$ cat config.mk
export PLATFORM = sky130hd
export DESIGN_NAME = sync_cntr_n
export DESIGN_NICKNAME = d
export VERILOG_FILES = /design/src/rtl/sync_cntr_n.sv
export SDC_FILE = /design/constraint.sdc
export NUM_CORES = 1
export LEC_CHECK = 0
export BUFFER_PORTS_ARGS = -buffer_cell sky130_fd_sc_hd__buf_4
export CAP_MARGIN = 20
export CORE_MARGIN = 2
export CORE_UTILIZATION = 30
export CTS_CLUSTER_SIZE = 40
export DETAILED_ROUTE_END_ITERATION = 16
export PLACE_DENSITY = 0.54
export SLEW_MARGIN = 10
export SYNTH_ARGS = -nofsm -noshare
export SYNTH_HDL_FRONTEND = slang
export SYNTH_SLANG_ARGS = --single-unit
$ cat constraint.sdc
create_clock -name clk -period 5.4 [get_ports clk]
set_input_delay 0.27 -clock clk [delete_from_list [all_inputs] [get_ports clk]]
set_output_delay 0.27 -clock clk [all_outputs]
set_load 0.05 [all_outputs]
$ cat src/rtl/sync_cntr_n.sv
// Parametrised synchronous modulo counter with load, up/down, wrap/saturate ends,
// combinational terminal count for cascading, and registered wrap/overflow status.
module sync_cntr_n #(
   parameter int WIDTH   = 4,
   parameter int MODULUS = 10
) (
   input  logic             clk,
   input  logic             reset,
   input  logic             clr,
   input  logic             cnt_en,
   input  logic             up_dn,
   input  logic             sat,
   input  logic             load,
   input  logic [WIDTH-1:0] load_val,
   input  logic             clr_ovf,
   output logic [WIDTH-1:0] count,
   output logic             tc,
   output logic             wrap,
   output logic             ovf
);

   // Top of range; for MODULUS = 2^WIDTH this is all ones, so +1 is never needed at the end.
   localparam logic [WIDTH-1:0] MAX_C  = WIDTH'(MODULUS - 1);
   localparam logic [WIDTH-1:0] ZERO_C = {WIDTH{1'b0}};
   localparam logic [WIDTH-1:0] ONE_C  = WIDTH'(1);

   logic [WIDTH-1:0] count_d, count_q;
   logic             wrap_d, wrap_q;
   logic             ovf_d, ovf_q;
   logic             at_top_s, at_bot_s, term_s;
   logic [WIDTH-1:0] load_clamped_s;

   // End-of-range detection and terminal event for the current direction
   always_comb begin
      at_top_s = (count_q == MAX_C);
      at_bot_s = (count_q == ZERO_C);
      if (cnt_en && !clr && !load) begin
         term_s = up_dn ? at_top_s : at_bot_s;
      end else begin
         term_s = 1'b0;
      end
   end

   // Clamp the parallel-load value into the legal count range
   always_comb begin
      if (load_val > MAX_C) begin
         load_clamped_s = MAX_C;
      end else begin
         load_clamped_s = load_val;
      end
   end

   // Next count: clr > load > count > hold
   always_comb begin
      count_d = count_q;
      if (clr) begin
         count_d = ZERO_C;
      end else if (load) begin
         count_d = load_clamped_s;
      end else if (cnt_en) begin
         if (up_dn) begin
            if (at_top_s) begin
               count_d = sat ? MAX_C : ZERO_C;
            end else begin
               count_d = count_q + ONE_C;
            end
         end else begin
            if (at_bot_s) begin
               count_d = sat ? ZERO_C : MAX_C;
            end else begin
               count_d = count_q - ONE_C;
            end
         end
      end else begin
         count_d = count_q;
      end
   end

   // Status next-state: wrap pulse and sticky overflow where setting beats clearing
   always_comb begin
      wrap_d = term_s & ~sat;
      if (term_s) begin
         ovf_d = 1'b1;
      end else if (clr_ovf) begin
         ovf_d = 1'b0;
      end else begin
         ovf_d = ovf_q;
      end
   end

   // State registers
   always_ff @(posedge clk or negedge reset) begin
      if (!reset) begin
         count_q <= ZERO_C;
         wrap_q  <= 1'b0;
         ovf_q   <= 1'b0;
      end else begin
         count_q <= count_d;
         wrap_q  <= wrap_d;
         ovf_q   <= ovf_d;
      end
   end

   assign count = count_q;
   assign wrap  = wrap_q;
   assign ovf   = ovf_q;
   assign tc    = term_s;

endmodule

=== After elaboration in Yosys (flattened, before gate mapping) ===
Index checks and enable logic that the tools add are counted.

* Register bits after elaboration: 6
* Bits of input ports: 12
* Output and inout port bits: 7
* Logic and storage cells: 29

* Add/sub/neg operators: 2
* $lt $le $gt $ge: 1
* Equal/unequal tests: 1
* Muxes and demuxes: 13
* Bitwise logic cells: 2
* Reduce and logical (&&, ||, !) cells: 7

{| class="wikitable"
|+ Operator list
! cell !! number
|-
| 4-bit two-way mux || 9
|-
| 4-bit by 1-bit adder with 4-bit output (second input constant) || 1
|-
| 4-bit equality test (second input constant) || 1
|-
| 4-bit > comparator (second input constant) || 1
|-
| 4-bit zero test || 1
|-
| 1-bit two-way mux || 4
|-
| 4-bit by 1-bit subtractor with 4-bit output (second input constant) || 1
|-
| 3-bit nonzero test || 1
|-
| 1-bit logical AND || 2
|-
| 1-bit zero test || 2
|-
| 2-bit nonzero test || 1
|-
| 1-bit AND || 1
|-
| 1-bit inverter || 1
|}

=== Depth between registers and ports, before layout ===
Gate-level depths: netlist of the first run.

* Depth in word-level cells: 6
* Mapped depth: 7

=== Least setup slack after synthesis of the first run ===
Ideal clock, no wire load.

* Path type: reg-to-output
* From: reg count_q[1], in the netlist count[1]
* To: out tc
* Data arrival time: 2.117 ns
* Required time: 5.130 ns
* Setup slack: 3.013 ns
* Cell stages (with the launch flop): 7
* Path buffers: 0
* Path through: dfrtp_1 > inv_1 > ha_1 > or3b_1 > a21o_1 > or2_1 > inv_1

* Longest elaborated chain between the ends: 3
* Elaborated cells between the ends (all ways): 4

{| class="wikitable"
|+ Ends and longest elaborated chain
! what !! RTL line !! source
|-
| start, declared || 27 || <nowiki>logic [WIDTH-1:0] count_d, count_q;</nowiki>
|-
| start signal, assigned || 98 || <nowiki>count_q <= count_d;</nowiki>
|-
| 4-bit equality test / 4-bit zero test (equally long branches) || 35, 36 ||
|-
| 1-bit two-way mux * || 38 || <nowiki>term_s = up_dn ? at_top_s : at_bot_s;</nowiki>
|-
| 1-bit two-way mux * || 37 || <nowiki>if (cnt_en && !clr && !load) begin</nowiki>
|-
| end, declared || 17 || <nowiki>output logic tc,</nowiki>
|}

Every way passes the cells marked *; elsewhere a longest branch is shown, timed or not.

=== Worst setup path after layout of the first run ===
* From: reg count_q[0], in the netlist count[0]
* To: out tc

The elaborated chain is that of the path after synthesis.

==> reports/results.ini, run 1 <==
[status]
status=completed

[place]
dp.cells=105
place_congestion=0.7718
place_ws_ns=3.198
dpl.hpwl_um=1029
place_area_um2=694.4
port_buffers=18

[yosys]
synth.avg_cell_area_um2=8.228
synth_top_area_share=0.2765
syn_inst=66
synth_cell_type_count=30
synthTopCellsByArea=dfrtp_1 28%, ha_1 9.2%, a21oi_1 6.5%
ys_warn_count=0
syn_nets=82
synth-seq-cells=6
syn_area_um2=543.0
synth_seq_area_share=0.2765
yosys.area.top_type=dfrtp_1

[sta]
finalSetupTns_ns=0
rsz0062_at_grt=no
fin_skew_ns=0.0002467
tightest_slew_ns=0.3874
timing.fmax_mhz=406.8
finalCriticalPeriod_ns=2.458
relSlewSlack=0.7417
setup_violations=0
finalCritPeriodShare=0.4552
finalHoldViolCount=0
slew_viol_final=0
postLayoutSetupSlackWorst_ns=2.942

[pwr]
p_leak_uw=0.0003371
p_per_area_nw_per_um2=199.3
irDropWorstVdd_v=0.0001341

[finish]
drive_above_1_share=0.2738
n_fill_cell=179
finalInstanceArea_um2=726.9
instances_no_fill=109
finalNetCount=102
final_util=0.4256
area_growth_pct=33.87
diodes=0

[worst_setup_path]
cp_max_fo=10
path_class=register to output port
required_ns=5.13
path_common_cell=inv_1
end_kind=output port
reg2reg_slack_ns=3.32
startpoint=count[0]$_DFFE_PN0P_
slowest_delay_ns=0.49
r2r_start=count[0]$_DFFE_PN0P_
slowest_stage=dfrtp_1
critPathLaunchType=register
arrival_ns=2.19
cp_cell_sequence=inv_1 > ha_1 > or3b_1 > a21o_1 > or2_1 > inv_1 > buf_4

[global_routing]
antenna_found_initial=0
grt_pass1_wl_um=2070
grt_start_max_net_pins=15
grt_pass1_vias=496
grt-ovfl-total=0
grt_use_total=0.1350

[floorplan]
std_cell_rows=15
fp.dieArea_um2=2166
start_util=0.3179
die_width_um=46.55
boundaryPins=19
die_h_um=46.55
coreArea_um2=1708

[clocking]
insertion_delay_ns=0.24
cts_tree=built
cts_sinks=6
numCtsBuffers=3
cts_htree_levels=1
cts_resized=0
path_clk_slew_ns=0.04
clockBufferDepth=2
root_buffer=clkbuf_4

[drt]
initialDrtViolationCount=7
dr.pass1.iters=4
ant_nets=0
viasPerCell=4.963
wl_um=1254
wl_per_cell_um=11.50
drc=0
num_vias=541

[worst_hold_path]
hp-class=primary input to register
min_from=sat

[flow_run]
drv_cap=0

==> per-stage QoR <==
| step | total power [uW] | hold slack [ns] |
|---|---|---|
| global placement | 106.3 | 0.08058 |
| floorplan | 87.31 | -0.02559 |
| detailed placement | 105.7 | 0.08326 |
| CTS | 147.7 | 0.1890 |
| finish | 144.9 | 0.1948 |
| global route | 156.1 | 0.1975 |
==> synthesized netlist by cell type (all sizes together) <==
cell     count
or3          2
nor2         6
nor2b        2
a211o        1
o211ai       1
inv          7
o21ai        3
a32o         1
a211oi       2
a21o         2
or2          1
a311o        2
nand4bb      1
ha           4
o32ai        1
a21oi        7
and4         1
nand3        2
a311oi       1
nand2        1
dfrtp        6
nand3b       2
nand4b       1
nor3b        1
nand2b       1
or3b         1
clkbuf       4
a31oi        2
==> worst paths after layout <==
check                      depth (start not counted)                   end
max in group asynchronous                          2  count[1]$_DFFE_PN0P_
max                                                7                    tc
min reg2reg                                        2       ovf$_DFFE_PN0P_
max reg2reg                                        7  count[0]$_DFFE_PN0P_
min in group asynchronous                          2        wrap$_DFF_PN0_
min                                                2        wrap$_DFF_PN0_
==> sequential cells by signal, summed over array words and instances, names as in the netlist <==
name	flops
count	4
ovf	1
wrap	1
==> placed cells by master, fill, tap and decap left out, drive strengths merged, types with 3 or more instances in the layout <==
cell and count:
buf 18, inv 7, a21oi 7, nor2 6, dfrtp 6, ha 4
clkbuf 3, o21ai 3
==> layout make-up <==
cell class,instances,area (um2),area share
Sequential cell,6,150.1,0.2065
Inverter,7,26.28,0.03614
Timing Repair Buffer,19,145.1,0.1997
Multi-Input combinational cell,49,351.6,0.4836
Clock buffer,3,22.52,0.03098
Tap cell,25,31.28,0.04303
==> per-layer routing <==
metal | vias up | GRT usage | share of wire
met3 | 0 | 0.04706 | 0.046
li1 | 281 | - | -
met1 | 242 | 0.1803 | 0.47
met4 | 0 | 0.05714 | 0
met2 | 18 | 0.1944 | 0.48
met5 | - | 0 | 0
==> where the power goes <==
| group | total (uW) | switching (uW) | internal [uW] |
|---|---|---|---|
| logic | 51.4 | 29.0 | 22.5 |
| clock network | 39.6 | 14.5 | 25.0 |
| registers | 53.9 | 6.18 | 47.7 |
==> what timing repair did <==
action | in CTS | in global routing
hold endpoints to repair | 6 | 0
setup buffers | 0 | 0
hold buffers | 1 | 0
==> cells by family (layout without fill, tap and decap cells) <==
| group | after synthesis | after routing | synth area share |
|---|---|---|---|
| buffers and inverters | 11 | 29 | 0.07604 |
| AND/OR/NAND/NOR | 22 | 22 | 0.2465 |
| AO/OA/AOI/OAI | 23 | 23 | 0.3087 |
| adder cells (fa/ha/maj) | 4 | 4 | 0.09217 |
| flip-flops | 6 | 6 | 0.2765 |
==> worst max-delay path: cells and delay by family, from the launching register on <==
family / cells / cell delay [ns]
AOI/OAI and AO/OA: 1 / 0.20
and+or+nand+nor: 2 / 0.62
adders and majority gates: 1 / 0.26
buffers and inverters: 3 / 0.38
DFF: 1 / 0.49
No activity file was read; power rests on OpenSTA's default activity.
==> run 2, diff against run 1 <==
--- a/config.mk
+++ b/config.mk
@@ -11,7 +11,7 @@
 export CORE_UTILIZATION = 30
 export CTS_CLUSTER_SIZE = 40
 export DETAILED_ROUTE_END_ITERATION = 16
-export PLACE_DENSITY = 0.54
+export PLACE_DENSITY = 0.56
 export SLEW_MARGIN = 10
 export SYNTH_ARGS = -nofsm -noshare
 export SYNTH_HDL_FRONTEND = slang
==> constraint.sdc (replaced) <==
create_clock -name clk -period 2.2 [get_ports clk]
set_input_delay 0.11 -clock clk [delete_from_list [all_inputs] [get_ports clk]]
set_output_delay 0.11 -clock clk [all_outputs]
set_load 0.05 [all_outputs]
==> run 2 against run 1 <==
Effect of this change: global-route usage is 0.79 points higher; sequential share of layout area decreased by 0.85 points; highest routed layer is now met4; critical path type unchanged; die area is the same; critical endpoint unchanged.
==> reports/results.ini, run 2 (same netlist as run 1, synthesis figures left out) <==
[finish]
diodes=0  ; unchanged
final_common_cell=buf_4
register_area_um2=150.1  ; unchanged
instances_no_fill=111  ; +1.8%
finalNetCount=104  ; +2.0%
drive_above_1_share=0.3372  ; +0.06340
largest_reg_flops=4  ; unchanged
multi_input_area_um2=364.1  ; +3.6%
area_growth_pct=39.63
layout_common_cells=20 x buf_4, 7 x a21oi_1, 6 x nor2_1, 6 x dfrtp_1, 4 x inv_1
n_fill_cell=175  ; -2.2%
finalInstanceArea_um2=758.2  ; +4.3%

[sta]
slew_viol_final=0  ; unchanged
finalCritPeriodShare=0.9479
finalHoldViolCount=0  ; unchanged
tightest_slew_ns=0.3760  ; -0.01148 ns
rsz0062_at_grt=no
finalSetupTns_ns=0  ; unchanged
postLayoutSetupSlackWorst_ns=0.1146  ; -2.827 ns
fin_skew_ns=0.0007392  ; +0.0004925 ns
finalCriticalPeriod_ns=2.085
setup_violations=0  ; unchanged
relSlewSlack=0.7494  ; +0.007653
timing.fmax_mhz=479.5

[global_routing]
grt_pass1_vias=463  ; -6.7%
grt_use_total=0.1429  ; +0.007873
antenna_found_initial=0  ; unchanged
grt_start_max_net_pins=15  ; unchanged
grt-ovfl-total=0  ; unchanged
grt_pass1_wl_um=2111  ; +2.0%

[pwr]
intPower_uw=240.3  ; +150%
p_per_area_nw_per_um2=494.5  ; +150%
p_leak_uw=0.0003379  ; +0.23%
irDropWorstVdd_v=0.0003131  ; +130%
power_frac_comb=0.374  ; +0.019
switching_share=0.3592  ; +0.01626
p_clk_frac=0.286  ; +0.013
switching_power_uw=134.7  ; +170%
power_uw=374.9  ; +160%
pwr-share-seq=0.340  ; -0.032

[clocking]
cts_setup_buffers=0  ; unchanged
clockBufferDepth=2  ; unchanged
cts_sinks=6  ; unchanged
cts_tree=built
insertion_delay_ns=0.25  ; about the same
numCtsBuffers=3  ; unchanged
path_clk_slew_ns=0.05  ; about the same
cts_htree_levels=1  ; unchanged
root_buffer=clkbuf_4

[floorplan]
die_h_um=46.55  ; unchanged
boundaryPins=19  ; unchanged
start_util=0.3179  ; unchanged
fp.dieArea_um2=2166  ; unchanged
coreArea_um2=1708  ; unchanged
die_width_um=46.55  ; unchanged
std_cell_rows=15  ; unchanged

[flow_run]
drv_cap=0  ; unchanged

[drt]
dr.pass1.iters=4  ; unchanged
num_vias=560  ; +3.5%
wl_per_cell_um=12.38  ; +7.6%
wl_um=1374  ; +9.6%
viasPerCell=5.045  ; +1.6%
ant_nets=0  ; unchanged
initialDrtViolationCount=8  ; +1
drc=0  ; unchanged

[place]
dpl.hpwl_um=1056  ; +2.6%
place_ws_ns=0.2348  ; -2.963 ns
place_area_um2=713.2  ; +2.7%
port_buffers=18  ; unchanged
dp.cells=107  ; +1.9%
place_congestion=0.7783  ; +0.84%

[status]
status=completed

[worst_setup_path]
cp_cell_sequence=inv_2 > ha_4 > or3b_1 > a21o_1 > or2_1 > clkinvlp_4 > buf_4
path_class=register to output port
required_ns=2.09  ; -3.04 ns
cp_max_fo=6  ; -4
critPathLaunchType=register
end_kind=output port
slowest_delay_ns=0.38  ; -0.11 ns
arrival_ns=1.98  ; -0.21 ns
slowest_stage=dfrtp_1

[worst_hold_path]
hp-class=primary input to register

## run 2: changes by cell type in the layout (fill, tap and decap cells not counted), sizes merged
cell,before,now
buf,18,20
clkinvlp,0,1
inv,7,6
## run 2: per-stage QoR
stage	hold slack, ns	util
floorplan	-0.1856	-
global placement	-0.07763	0.4176
detailed placement	-0.07647	0.4176
CTS	0.01841	0.4440
global route	0.04160	0.4440
finish	0.02357	0.4440
## run 2: path summary, 6_finish.rpt
path | from | end | slack [ns] | cells after the start
worst max-delay path | count[1]$_DFFE_PN0P_ | tc | 0.11 | 7
worst min-delay path | sat | wrap$_DFF_PN0_ | 0.02 | 2
worst max register to register | count[1]$_DFFE_PN0P_ | count[0]$_DFFE_PN0P_ | 0.40 | 7
worst min register to register | ovf$_DFFE_PN0P_ | ovf$_DFFE_PN0P_ | 0.51 | 2
max in group asynchronous | reset | count[3]$_DFFE_PN0P_ | 1.88 | 2
min in group asynchronous | reset | count[0]$_DFFE_PN0P_ | 0.20 | 2
## run 2: area by class of cell
cell class	instances	share of cell area
flip-flops and latches	6	0.1980
clock buffers	3	0.02970
repair buffers	21	0.2112
inverters	7	0.03960
well taps	25	0.04125
multi-input cells	49	0.4802
## run 2: timing repair
item / 4_1_cts / 5_1_grt
pin swaps: 0 / 0
hold buffers: 1 / 0
resized for setup: 2 / 2
cloned: 0 / 0
hold endpoints to repair: 6 / 0
endpoints found under the setup margin: 1 / 1
## run 2: metal layers
layer	share of wire	GRT usage	vias to the layer above
met5	0	0	-
met1	0.46	0.2009	254
li1	-	-	283
met3	0.056	0.03529	4
met4	0.028	0.06857	0
met2	0.46	0.2000	19
## run 2: power by group through the flow
stage / logic (uW) / registers (uW) / clock network [uW]
4_1_cts: 141 / 127 / 113
3_5_place_dp: 136 / 129 / 0
5_1_grt: 154 / 129 / 113
2_1_floorplan: 65.7 / 149 / 0
6_report: 140 / 127 / 107
3_3_place_gp: 136 / 128 / 0
## run 2: critical path: cells and delay by family, from the launching register on
kind                     cells  cell delay, ns
AND/OR/NAND/NOR              2            0.62
buffers and inverters        3            0.36
flip-flops                   1            0.38
adder cells (fa/ha/maj)      1            0.16
AO/OA/AOI/OAI                1            0.20
